$ cat src/rtl/ucie_ctl_rx.sv
// ucie_ctl_rx: RDI-to-FDI receive path with a show-ahead FIFO gated by the FDI link state.
// Leaving Active flushes the buffer and clears the sticky overflow flag.
module ucie_ctl_rx #(
    parameter int UCIE_ACTIVE   = 1,
    parameter int DATA_WIDTH_RX = 64,
    parameter int FIFO_DEPTH_RX = 8
) (
    input  logic                             i_clk,
    input  logic                             i_rst,
    input  logic [3:0]                       i_fdi_pl_state_sts,
    input  logic                             i_rdi_pl_valid,
    input  logic [DATA_WIDTH_RX-1:0]         i_rdi_pl_data,
    input  logic                             i_fdi_lp_rx_rdy,
    output logic                             o_fdi_pl_valid,
    output logic [DATA_WIDTH_RX-1:0]         o_fdi_pl_data,
    output logic                             o_rx_overf_err,
    output logic [$clog2(FIFO_DEPTH_RX):0]   o_rx_level
);
    localparam int AW = $clog2(FIFO_DEPTH_RX);
    localparam logic [AW:0] FULL_LVL = (AW+1)'(FIFO_DEPTH_RX);

    typedef enum logic [1:0] {IDLE, ACTIVE, FLUSH} state_t;

    state_t state_q, state_d;
    logic [AW:0] wr_ptr_q, wr_ptr_d, rd_ptr_q, rd_ptr_d, level_q, level_d;
    logic err_q, err_d;
    logic act, en, full, empty, push, pop, wr, leave;
    logic [DATA_WIDTH_RX-1:0] mem [FIFO_DEPTH_RX];

    always_comb begin
        act      = i_fdi_pl_state_sts == 4'(UCIE_ACTIVE);
        en       = state_q == ACTIVE && act;
        leave    = state_q == ACTIVE && !act;
        full     = level_q == FULL_LVL;
        empty    = level_q == '0;
        push     = en && i_rdi_pl_valid;
        pop      = en && !empty && i_fdi_lp_rx_rdy;
        // a pop on a full buffer frees the slot this push lands in
        wr       = push && (!full || pop);
        state_d  = state_q == IDLE   ? (act ? ACTIVE : IDLE) :
                   state_q == ACTIVE ? (act ? ACTIVE : FLUSH) : IDLE;
        wr_ptr_d = leave ? '0 : wr_ptr_q + (AW+1)'(wr);
        rd_ptr_d = leave ? '0 : rd_ptr_q + (AW+1)'(pop);
        level_d  = leave ? '0 : level_q + (AW+1)'(wr) - (AW+1)'(pop);
        err_d    = leave ? 1'b0 : err_q || (push && full && !pop);
    end

    always_ff @(posedge i_clk or negedge i_rst) begin
        if (!i_rst) begin
            state_q  <= IDLE;
            wr_ptr_q <= '0;
            rd_ptr_q <= '0;
            level_q  <= '0;
            err_q    <= 1'b0;
        end else begin
            state_q  <= state_d;
            wr_ptr_q <= wr_ptr_d;
            rd_ptr_q <= rd_ptr_d;
            level_q  <= level_d;
            err_q    <= err_d;
        end
    end

    always_ff @(posedge i_clk) begin
        if (wr) mem[wr_ptr_q[AW-1:0]] <= i_rdi_pl_data;
    end

    assign o_fdi_pl_valid = en && !empty;
    assign o_fdi_pl_data  = mem[rd_ptr_q[AW-1:0]];
    assign o_rx_overf_err = err_q;
    assign o_rx_level     = level_q;
endmodule

$ cat config.mk
export PLATFORM = sky130hd
export DESIGN_NAME = ucie_ctl_rx
export DESIGN_NICKNAME = d
export VERILOG_FILES = /design/src/rtl/ucie_ctl_rx.sv
export SDC_FILE = /design/constraint.sdc
export NUM_CORES = 1
export LEC_CHECK = 0
export CAP_MARGIN = 20
export CORE_MARGIN = 5
export CORE_UTILIZATION = 45
export CTS_BUF_LIST = sky130_fd_sc_hd__clkbuf_4 sky130_fd_sc_hd__clkbuf_8
export CTS_CLUSTER_SIZE = 14
export DETAILED_ROUTE_END_ITERATION = 6
export PLACE_DENSITY = 0.76
export SYNTH_ARGS = -nofsm -noshare
export SYNTH_HDL_FRONTEND = slang
export SYNTH_SLANG_ARGS = --single-unit
$ cat constraint.sdc
create_clock -name i_clk -period 15.2 [get_ports i_clk]
set_input_delay 1.52 -clock i_clk [delete_from_list [all_inputs] [get_ports i_clk]]
set_output_delay 1.52 -clock i_clk [all_outputs]
set_load 0.05 [all_outputs]
# ---- Word-level counts from Yosys, hierarchy flattened
# Memory sizes are Yosys's and may differ from the RTL's.
# Index checks and enable logic that the tools add are counted.
dict set report classes {
  reduce_logical 16
  muxes 10
  eq_ne 3
  mul 0
  n_div 0
  shift 0
  magnitude_cmp 0
  n_addsub 4
  n_bitwise 0
}
# op count
set op_table {}
lappend op_table {{$add 4x1->4} 3}
lappend op_table {{$mux 4} 3}
lappend op_table {{$logic_and 1x1->1} 8}
lappend op_table {{$mux 2} 3}
lappend op_table {{$eq 4x1->1 const B} 1}
lappend op_table {{$eq 4x4->1 const B} 1}
lappend op_table {{$logic_not 1->1} 4}
lappend op_table {{$logic_not 4->1} 1}
lappend op_table {{$mux 1} 4}
lappend op_table {{$sub 4x1->4} 1}
lappend op_table {{$eq 2x1->1 const B} 1}
lappend op_table {{$logic_not 2->1} 1}
lappend op_table {{$logic_or 1x1->1} 2}
dict set report word_totals {
  register_bits 15
  n_memories 1
  word_cells 39
  latch_bits 0
  output_inout_bits 70
  rom_bits 0
  ram_bits 512
  in_bits 72
}
# memory depth width read_ports rd_ports_with_merged_regs write_ports line_no
set memory_table {}
lappend memory_table {mem 8 64 1 0 1 28} ;# logic [DATA_WIDTH_RX-1:0] mem [FIFO_DEPTH_RX];

# ---- Logic depth before layout (Yosys ltp)
dict set report logic_depth {
  ltp_word 9
  ltp_mapped 9
  mapped_depth_nobuf 9
}

# ---- Worst setup path after synthesis
# Ideal clock, no wire load.
dict set report synth_path {
  path_type {in2reg}
  start {input i_fdi_pl_state_sts[1]}
  end {memory mem[5][0], enable pin}
  setup_time_ps 565
  slack_ps 7976
  arrival_time_ps 6660
  stages 4
  path_buffers 1
  path_cell_list {nor4b_1 -> buf_2 -> o2111ai_1 -> nor3_1}
}
dict set report synth_via {
  elab_chain_len 8
}
# item line_no
set synth_lines {}
lappend synth_lines {{start, declared} 10} ;# input logic [3:0] i_fdi_pl_state_sts,
lappend synth_lines {{$eq 4x1->1 *} 31} ;# act = i_fdi_pl_state_sts == 4'(UCIE_ACTIVE);
lappend synth_lines {{$logic_and 1x1->1 *} 32} ;# en = state_q == ACTIVE && act;
lappend synth_lines {{$logic_and 1x1->1 (2 in a row)} 37} ;# pop = en && !empty && i_fdi_lp_rx_rdy;
lappend synth_lines {{$logic_or 1x1->1} 39} ;# wr = push && (!full || pop);
lappend synth_lines {{$logic_and 1x1->1 *} 39}
lappend synth_lines {{$mux 1 *} 65} ;# if (wr) mem[wr_ptr_q[AW-1:0]] <= i_rdi_pl_data;
lappend synth_lines {{$mux 1 (not written as such) *} 65}
lappend synth_lines {{end, declared} 28}
# Mark *: on every way between the ends. The rest lies on a longest branch, timed or not.

# ---- Final worst setup path
dict set report layout_path {
  start {register rd_ptr_q[1]}
  end {output o_fdi_pl_data[0]}
}
dict set report layout_via {
  elab_chain_len 1
}
# item line_no
set layout_lines {}
lappend layout_lines {{start, declared} 25} ;# logic [AW:0] wr_ptr_q, wr_ptr_d, rd_ptr_q, rd_ptr_d, level_q, level_d;
lappend layout_lines {{start signal, assigned} 58} ;# rd_ptr_q <= rd_ptr_d;
lappend layout_lines {{$mem_v2 8x64} --}
lappend layout_lines {{end, declared} 15} ;# output logic [DATA_WIDTH_RX-1:0] o_fdi_pl_data,
# Every way passes these cells.

==> results.md <==
- Crit path time final: 5750 ps
- Ys Warns: 0
- Commonest non-fill, non-tap cells in the layout: edfxtp_1, clkdlybuf4s50_1, mux4_2, clkbuf_8, mux2_2
- Most used cell, CP: buf_4
- HPWL after DPL: 20,500 µm
- Most common flop cell mapped by yosys: edfxtp_1
- Pwr/cell area: 121 nW/µm²
- Via density: 5.35
- Total Wirelength: 39,100 µm
- Synth unique cells: 33
- Drt wl/cell: 23.3 µm
- Seq/Total Area, Yosys: 78.4%
- Port bufs: 141
- Final Skew: 16.6 ps
- Maximum fanout along the worst path: 64
- ANT nets after route: 0
- Switching pwr: 0.602 mW
- Combinational share of power: 4.5%
- Drt pass-1 iters: 4
- Hold Crit Class: register to register
- First-pass GRT wire length: 59,700 µm
- Setup ws final: 9450 ps
- Reg2Reg Depth: 6
- Nets: 1,110
- Synth Instances: 820
- Syn_nets: 902
- Startpoint Class: register
- Worst-Skew Late Latency: 660 ps
- Switching Fraction: 20.9%
- Drt first-iter violations: 816
- Period utilization: 37.8%
- Number of global-route vias before repair: 9,929
- Placer Congestion: 0.734
- Synthesis-to-finish area growth: 18.9%
- Unrepaired setup endpoints after global routing: false
- Setup WS pre-CTS: 9950 ps
- Fillcell total: 3,349
- Largest area contributor in the netlist: edfxtp_1
- Commonest non-fill, non-tap cell in the layout: edfxtp_1
- Largest net degree at the start of global routing: 65
- Maximum vdd drop: 0.0745 mV
- H-tree depth: 3
- Max Slew Vio Count: 0
- Reg2reg setup slack: 11,770 ps
- Setup CP Type: register to output pin
- Fraction of layout cells with a size suffix above 1: 32.3%
- Syn Area/Cell: 24.4 µm²
- Final setup viols: 0
- #FFs+latches synth: 525
- Clock Sinks: 525
- Max_slew headroom: 25.7%
- Cell leakage power: 7.35 nW
- CP arrival: 4230 ps
- Ys async rst share: 2.48%
- Data required, critical path: 13,680 ps
- M1 GR Usage: 21.5%
- Status: finished clean
- Clock share of power: 40.0%
- Worst Hold Launch: state_q[1]
- Total track usage: 16.1%
- Yosys top cell area share: 76.8%
- Width of the die: 221 µm
- Sequential power share: 55.5%
- Cells along the critical path: buf_4 -> buf_4 -> mux4_2 -> mux2_2 -> clkdlybuf4s50_1
- # rows: 77
- CTS Hold Buffers Added: 0
- Root Buffer: clkbuf_8
- Setup TNS: 0 ps
- Most used routing layer: met2
- Clock buffer depth: 3
- CTS clock-pin slew for the worst setup and hold paths: 60 ps
- Hold EP: state_q[0]
- CTS tree: built
- Initial antenna violation count: 4
- Top cells by area, synth: edfxtp_1, mux4_2, mux2_2
- Initial Utilization: 45.4%
- Grt total ovfl: 0
- Critical R2R Capture: mem[1][36]
- # Post-CTS Setup Buffers: 0
- Slowest cell on crit path: buf_4
- Met3 GRT Util: 4.29%
- EDFF count, synth: 512
- Cell family with the largest share of critical-path delay: buffers and inverters
- Die span in y: 221 µm
- Fmax: 174 MHz
- Count of final hold-check violations: 0
- DR DRC count: 0
- Crit-path max cell delay: 770 ps
- Number of buffers created by CTS: 83
- Core area: 44,100 µm²
- Resize count post-CTS: 0
- CP Buf/Inv Count: 3
- Endpoint class of the critical path: output pin
- Synth Cell Area: 20,000 µm²
- Worst hold path stage count: 1
- Reg2Reg Launch Point: o_rx_level[2]
- Die area: 48,800 µm²
- I/O Pins: 142
- Max-cap viol count: 0
- Worst-margin pin slew: 1120 ps
- GRT met2 Usage: 26.0%
- Via count: 8,987
- Internal power: 2.27 mW
==> power by group through the flow <==
stage | Clock [mW] | Combinational (mW) | Sequential [mW]
3_5_place_dp | 0 | 0.127 | 1.63
5_1_grt | 1.26 | 0.139 | 1.60
2_1_floorplan | 0 | 0.0654 | 1.63
3_3_place_gp | 0 | 0.124 | 1.63
6_report | 1.15 | 0.129 | 1.60
4_1_cts | 1.18 | 0.128 | 1.60
==> cell families after synthesis <==
group | after synthesis | share of synthesized area, %
AO/OA/AOI/OAI | 10 | 0.325
XOR/XNOR | 3 | 0.131
multiplexers | 194 | 18.1
buffers and inverters | 40 | 1.24
adder cells (fa/ha/maj) | 10 | 0.663
AND/OR/NAND/NOR | 38 | 1.08
flip-flops | 525 | 78.4
==> state kept, by name (all words and copies together) (netlist names) <==
signal / flops
mem: 512
state_q: 2
o_rx_overf_err: 1
o_rx_level: 4
wr_ptr_q: 3
rd_ptr_q: 3
==> metrics by stage <==
step           hold slack [ps]  util (%)  instance area [µm²]  instances  total power [mW]
2_1_floorplan              416         -                20000        820              1.70
3_3_place_gp               433      50.1                22100       1532              1.75
3_5_place_dp               435      50.1                22100       1532              1.75
4_1_cts                    447      53.7                23700       1677              2.91
5_1_grt                    500      53.9                23800       1680              2.99
6_report                   447      53.9                23800       1681              2.87
==> worst max path at each step <==
stage	start	end	depth (start not counted)
finish	rd_ptr_q[1]	o_fdi_pl_data[0]	5
global route	rd_ptr_q[1]	o_fdi_pl_data[0]	5
CTS	rd_ptr_q[0]	o_fdi_pl_data[36]	4
detailed placement	rd_ptr_q[0]	o_fdi_pl_data[36]	4
global placement	i_fdi_pl_state_sts[1]	o_fdi_pl_valid	5
floorplan	i_fdi_pl_state_sts[1]	mem[5][0]	4
==> layout make-up <==
class	instances	area (µm²)	area share [%]
diodes	1	2.50	0.0105
clock buffers	111	1370	5.77
clock inverters	34	228	0.957
inverters	4	15.0	0.0631
multi-input cells	255	4120	17.3
flip-flops and latches	525	15700	66.1
well taps	592	741	3.11
repair buffers	159	1600	6.72
==> metal layers <==
| metal | up-vias | share of wire [%] |
|---|---|---|
| met1 | 4769 | 43 |
| met4 | 6 | 1.7 |
| met5 | - | 0.10 |
| met2 | 233 | 50 |
| li1 | 3923 | - |
| met3 | 56 | 5.7 |
==> Yosys cell counts, types with 4 or more instances <==
master,n
edfxtp_1,512
buf_2,4
buf_6,11
ha_1,9
inv_1,4
nor2b_1,11
buf_1,8
dfrtp_1,13
mux2_2,64
nor2_1,10
mux4_2,128
clkbuf_1,10
(Power assumes the default switching activity.)
